## config.mk

```make
export PLATFORM = sky130hd
export DESIGN_NAME = logic_mux_pipe
export DESIGN_NICKNAME = d
export VERILOG_FILES = /design/src/rtl/logic_mux_pkg.sv /design/src/rtl/logic_mux_pipe_stage.sv /design/src/rtl/logic_mux_pipe.sv
export SDC_FILE = /design/constraint.sdc
export NUM_CORES = 1
export LEC_CHECK = 0
export CORE_ASPECT_RATIO = 1.2
export CORE_UTILIZATION = 52
export CTS_CLUSTER_DIAMETER = 50
export DETAILED_ROUTE_END_ITERATION = 7
export GPL_ROUTABILITY_DRIVEN = 0
export PLACE_DENSITY = 0.84
export SYNTH_ARGS = -nofsm -noshare
export SYNTH_HDL_FRONTEND = slang
export SYNTH_SLANG_ARGS = --single-unit
```

## constraint.sdc

```tcl
create_clock -name clock -period 3.28 [get_ports clock]
set_input_delay 0.328 -clock clock [delete_from_list [all_inputs] [get_ports clock]]
set_output_delay 0.328 -clock clock [all_outputs]
set_load 0.005 [all_outputs]
```

## src/rtl/logic_mux_pkg.sv

```systemverilog
// Shared types and helpers for the logic_mux_pipe datapath.
package logic_mux_pkg;

    typedef enum logic [1:0] {
        MODE_SELECT  = 2'b00,
        MODE_AND_ALL = 2'b01,
        MODE_OR_ALL  = 2'b10,
        MODE_AOI     = 2'b11
    } mode_e;

    // Channel index width; never narrower than one bit.
    function automatic int unsigned chan_w(input int unsigned n);
        return (n <= 32'd2) ? 32'd1 : 32'($clog2(n));
    endfunction

endpackage

```

## src/rtl/logic_mux_pipe_stage.sv

```systemverilog
// One pipeline slot: valid bit plus data/channel payload, loaded when the slot frees up.
module pipe_stage #(
    parameter int unsigned WIDTH = 32,
    parameter int unsigned CW    = 2
) (
    input  logic             clock,
    input  logic             reset,
    input  logic             load,
    input  logic             in_valid,
    input  logic [WIDTH-1:0] in_data,
    input  logic [CW-1:0]    in_chan,
    output logic             valid,
    output logic [WIDTH-1:0] data,
    output logic [CW-1:0]    chan
);

    logic             valid_q, valid_d;
    logic [WIDTH-1:0] data_q, data_d;
    logic [CW-1:0]    chan_q, chan_d;

    // Payload only moves with a real word so an empty slot keeps its last value.
    always_comb begin
        valid_d = valid_q;
        data_d  = data_q;
        chan_d  = chan_q;
        if (load) begin
            valid_d = in_valid;
            if (in_valid) begin
                data_d = in_data;
                chan_d = in_chan;
            end
        end
    end

    always_ff @(posedge clock) begin
        if (!reset) begin
            valid_q <= 1'b0;
            data_q  <= '0;
            chan_q  <= '0;
        end else begin
            valid_q <= valid_d;
            data_q  <= data_d;
            chan_q  <= chan_d;
        end
    end

    assign valid = valid_q;
    assign data  = data_q;
    assign chan  = chan_q;

endmodule

```

## src/rtl/logic_mux_pipe.sv

```systemverilog
// Select-or-reduce across CHANNELS words, then a STAGES-deep valid/ready pipeline.
module logic_mux_pipe
    import logic_mux_pkg::*;
#(
    parameter int unsigned WIDTH    = 32,
    parameter int unsigned CHANNELS = 4,
    parameter int unsigned STAGES   = 2
) (
    input  logic                         clock,
    input  logic                         reset,
    input  logic [CHANNELS*WIDTH-1:0]    in_data,
    input  logic                         in_valid,
    output logic                         in_ready,
    input  logic [1:0]                   mode,
    input  logic [chan_w(CHANNELS)-1:0]  sel,
    input  logic                         rr_en,
    output logic [WIDTH-1:0]             out_data,
    output logic [chan_w(CHANNELS)-1:0]  out_chan,
    output logic                         out_valid,
    input  logic                         out_ready
);

    localparam int unsigned CW    = chan_w(CHANNELS);
    localparam int unsigned PAIRS = CHANNELS / 2;

    logic [CW-1:0]    rr_ptr_q, rr_ptr_d;
    logic [CW-1:0]    idx;
    logic             accept;
    logic [WIDTH-1:0] func_data;
    logic [CW-1:0]    func_chan;

    logic [STAGES:0]   rdy;
    logic [STAGES-1:0] v;
    logic [WIDTH-1:0]  d [STAGES];
    logic [CW-1:0]     c [STAGES];

    always_comb idx = rr_en ? rr_ptr_q : sel;

    // Combine function evaluated on the words being offered this cycle.
    always_comb begin
        func_data = '0;
        func_chan = '0;
        case (mode_e'(mode))
            MODE_SELECT: begin
                func_chan = idx;
                for (int unsigned k = 0; k < CHANNELS; k++) begin
                    if (32'(idx) == k) func_data = in_data[k*WIDTH +: WIDTH];
                end
            end
            MODE_AND_ALL: begin
                func_data = '1;
                for (int unsigned k = 0; k < CHANNELS; k++) func_data &= in_data[k*WIDTH +: WIDTH];
            end
            MODE_OR_ALL: begin
                for (int unsigned k = 0; k < CHANNELS; k++) func_data |= in_data[k*WIDTH +: WIDTH];
            end
            MODE_AOI: begin
                for (int unsigned p = 0; p < PAIRS; p++) begin
                    func_data |= in_data[(2*p)*WIDTH +: WIDTH] & in_data[(2*p+1)*WIDTH +: WIDTH];
                end
                func_data = ~func_data;
            end
            default: ;
        endcase
    end

    // A slot can load when empty or when everything downstream of it moves.
    always_comb begin
        rdy[STAGES] = out_ready;
        for (int i = int'(STAGES) - 1; i >= 0; i--) rdy[i] = !v[i] || rdy[i+1];
    end

    assign in_ready = rdy[0];
    assign accept   = in_valid && rdy[0];

    always_comb begin
        rr_ptr_d = rr_ptr_q;
        if (accept && (mode_e'(mode) == MODE_SELECT) && rr_en) begin
            rr_ptr_d = (rr_ptr_q == CW'(CHANNELS - 1)) ? '0 : rr_ptr_q + CW'(1);
        end
    end

    always_ff @(posedge clock) begin
        if (!reset) rr_ptr_q <= '0;
        else        rr_ptr_q <= rr_ptr_d;
    end

    for (genvar g = 0; g < STAGES; g++) begin : g_stage
        logic             st_valid;
        logic [WIDTH-1:0] st_data;
        logic [CW-1:0]    st_chan;

        if (g == 0) begin : g_head
            assign st_valid = in_valid;
            assign st_data  = func_data;
            assign st_chan  = func_chan;
        end else begin : g_body
            assign st_valid = v[g-1];
            assign st_data  = d[g-1];
            assign st_chan  = c[g-1];
        end

        pipe_stage #(
            .WIDTH (WIDTH),
            .CW    (CW)
        ) u_stage (
            .clock    (clock),
            .reset    (reset),
            .load     (rdy[g]),
            .in_valid (st_valid),
            .in_data  (st_data),
            .in_chan  (st_chan),
            .valid    (v[g]),
            .data     (d[g]),
            .chan     (c[g])
        );
    end

    assign out_valid = v[STAGES-1];
    assign out_data  = d[STAGES-1];
    assign out_chan  = c[STAGES-1];

endmodule
```

==> results_dict.tcl <==
set metrics [dict create \
    status "finished clean" \
    rsz0062_at_grt "false" \
    dieHeight_um 116.1 \
    synth_seq_area_share_pct 25.55 \
    h-tree-depth 3 \
    postRouteAntennaNets 0 \
    fin_tns_setup_ns 0 \
    synthArstFlopShare_pct 0 \
    final_cell_mix "clkdlybuf4s50_1 (168), nand2_1 (74), dfxtp_1 (72)" \
    syn-instance-count 651 \
    cp_top_family "multiplexers" \
    nets 913 \
    post_drt_wl_per_cell_um 20.55 \
    critPathMaxFanout 29 \
    yosys_warnings 0 \
    port_buffers 172 \
    fin_util_pct 72.18 \
    path_clk_slew_ns 0.06 \
    holdPathStages 2 \
    area_delta_synth_final_pct 34.58 \
    dp_hpwl_um 12010 \
    path_cells "clkdlybuf4s50_1, mux2i_4, nor3_1, a22oi_1, a31oi_1" \
    grt_first_pass_wirelength_um 28930 \
    synth.distinct_cells 39 \
    dr.pass1.iters 7 \
    die_x_um 97.08 \
    finalCritPeriodShare_pct 71.05 \
    swShare_pct 28.25 \
    place_ws_ns 0.6343 \
    cp_slowest_cell "mux2i_4" \
    post_cts_buffers 0 \
    combPwrFrac_pct 26.5 \
    clock_power_share_pct 37.0 \
    io_pins 173 \
    clock.fmax_mhz 429.1 \
    grt_start_max_net_pins 73 \
    tritoncts "built" \
    setup_ws_ns 0.9495 \
    min_period_ns 2.331 \
    cts_buffer_depth 2 \
    avgSynthCellArea_um2 8.664 \
    finalClockSkew_ns 0.005201 \
    hold_buffers 0 \
    synth_area_um2 5640 \
    ys.flop_type "dfxtp_1" \
    synth_edf_count 0 \
    drc_errors 0 \
    syn-num-nets 789 \
    worstHoldPathType "flop to flop" \
    root_buffer "clkbuf_16" \
    dieArea_um2 11270 \
    relSlewSlack_pct 10.69 \
    intPower_w 0.001863 \
    max_stage_delay_ns 0.87 \
    grt_pass1_vias 6167 \
    track_usage_pct 31.77 \
    reg2reg_depth 5 \
    wirelength_um 18680 \
    p_seq_share_pct 36.5 \
    final_common_cell "clkdlybuf4s50_1" \
    insertion_delay_ns 0.34 \
    coreArea_um2 10520 \
    viasPerCell 7.014 \
    first_iter_violations 488 \
    rows 41 \
    drive_above_1_share_pct 11.03 \
    setup_viol 0 \
    powerDensity_nw_per_um2 342.1 \
    critical_path_class "input pin to flop" \
    peakVddDrop_mv 0.2138 \
    cts_buffers 9 \
    cp.depth 5 \
    leakage_nw 2.508 \
    p_switching_w 0.0007335 \
    start_util_pct 53.63 \
    cp-end-kind "flop" \
    grt_overflow 0 \
    arrival_ns 2.51 \
    report.final.slew_viol_count 0 \
    crit_required_ns 3.46 \
    worst-path-buf-inv 1 \
    cp-start-kind "input pin" \
    vias 6376 \
    n_antenna_cell 0 \
    antenna_found_initial 0 \
    worst_slew_pin_slew_ns 1.336 \
    cts.repair.resized 0 \
    ys_ff_latch 72 \
    cts.sinks 72 \
    hold_violations 0 \
    cap_violations 0 \
]
path summary, 6_finish.rpt:
| check | from | to | slack [ns] |
|---|---|---|---|
| setup reg to reg | g_stage[1].u_stage.valid$_SDFFE_PN0P_ | g_stage[0].u_stage.data[10]$_SDFFE_PN0P_ | 1.32 |
| setup / recovery | sel[0] | g_stage[0].u_stage.data[26]$_SDFFE_PN0P_ | 0.95 |
| hold / removal | g_stage[0].u_stage.data[4]$_SDFFE_PN0P_ | g_stage[1].u_stage.data[4]$_SDFFE_PN0P_ | 0.46 |
| hold reg to reg | g_stage[0].u_stage.data[4]$_SDFFE_PN0P_ | g_stage[1].u_stage.data[4]$_SDFFE_PN0P_ | 0.46 |
worst min-delay path, cell delays in order (launching register included):
cell and delay (ns):
dfxtp_1 0.30, nand2_1 0.05, a21boi_0 0.06
cells in the mapped netlist, types with 3 or more instances:
master | count | area share, %
nor4b_1 | 28 | 4.3
buf_2 | 15 | 1.3
mux2_2 | 21 | 4.2
nor2_1 | 30 | 2.0
and4bb_2 | 13 | 2.9
nor2b_1 | 3 | 0.33
o41a_1 | 31 | 6.2
a41o_1 | 31 | 5.5
o21ai_0 | 32 | 2.8
o2111ai_1 | 28 | 4.3
a22oi_1 | 36 | 4.8
buf_1 | 4 | 0.27
nor4bb_1 | 15 | 2.7
a21boi_0 | 38 | 5.1
mux2_4 | 16 | 4.3
nand2_1 | 74 | 4.9
a31oi_1 | 31 | 3.4
o221ai_1 | 31 | 4.8
or3_1 | 29 | 3.2
clkbuf_1 | 48 | 3.2
dfxtp_1 | 72 | 26
power by group through the flow:
stage / Combinational (W) / Sequential (W) / Clock, W
6_report: 0.000689 / 0.000948 / 0.000960
5_1_grt: 0.000732 / 0.000953 / 0.00101
4_1_cts: 0.000678 / 0.000947 / 0.000962
3_5_place_dp: 0.000671 / 0.000965 / 0
3_3_place_gp: 0.000650 / 0.000964 / 0
2_1_floorplan: 0.000339 / 0.000961 / 0
sequential cells by signal, summed over array words and instances, names as in the netlist:
| register | flops |
|---|---|
| g_stage.u_stage.chan | 4 |
| g_stage.u_stage.valid | 2 |
| g_stage.u_stage.data | 64 |
| rr_ptr_q | 2 |
cell families after synthesis:
family / share of synthesized area (%)
AO/OA/AOI/OAI: 37.58
adder cells (fa/ha/maj): 0.2218
buffers and inverters: 6.144
flip-flops: 25.55
multiplexers: 9.051
AND/OR/NAND/NOR: 21.45
final cells by class:
| cell class | instances | area [um2] |
|---|---|---|
| Timing Repair Buffer | 186 | 1807 |
| Sequential cell | 72 | 1441 |
| Fill cell | 780 | 2925 |
| Clock inverter | 3 | 42.54 |
| Inverter | 1 | 3.754 |
| Clock buffer | 13 | 240.2 |
| Tap cell | 129 | 161.4 |
| Multi-Input combinational cell | 505 | 3895 |
through the flow:
| stage | hold slack [ns] | instance area, um2 | cells | power [W] |
|---|---|---|---|---|
| floorplan | 0.4378 | 5640 | 651 | 0.001300 |
| global placement | 0.4485 | 7308 | 893 | 0.001614 |
| detailed placement | 0.4549 | 7308 | 893 | 0.001637 |
| CTS | 0.4636 | 7591 | 909 | 0.002586 |
| global route | 0.4832 | 7591 | 909 | 0.002691 |
| finish | 0.4609 | 7591 | 909 | 0.002597 |
layer usage:
metal / track usage [%] / up-vias / share of wire, %
met5: 0 / - / 0
met4: 14.93 / 0 / 3.0
met3: 5.266 / 55 / 7.6
met2: 59.34 / 331 / 51
met1: 35.45 / 3062 / 38
li1: - / 2928 / -
Note: power is estimated with default switching activity, not from simulation.
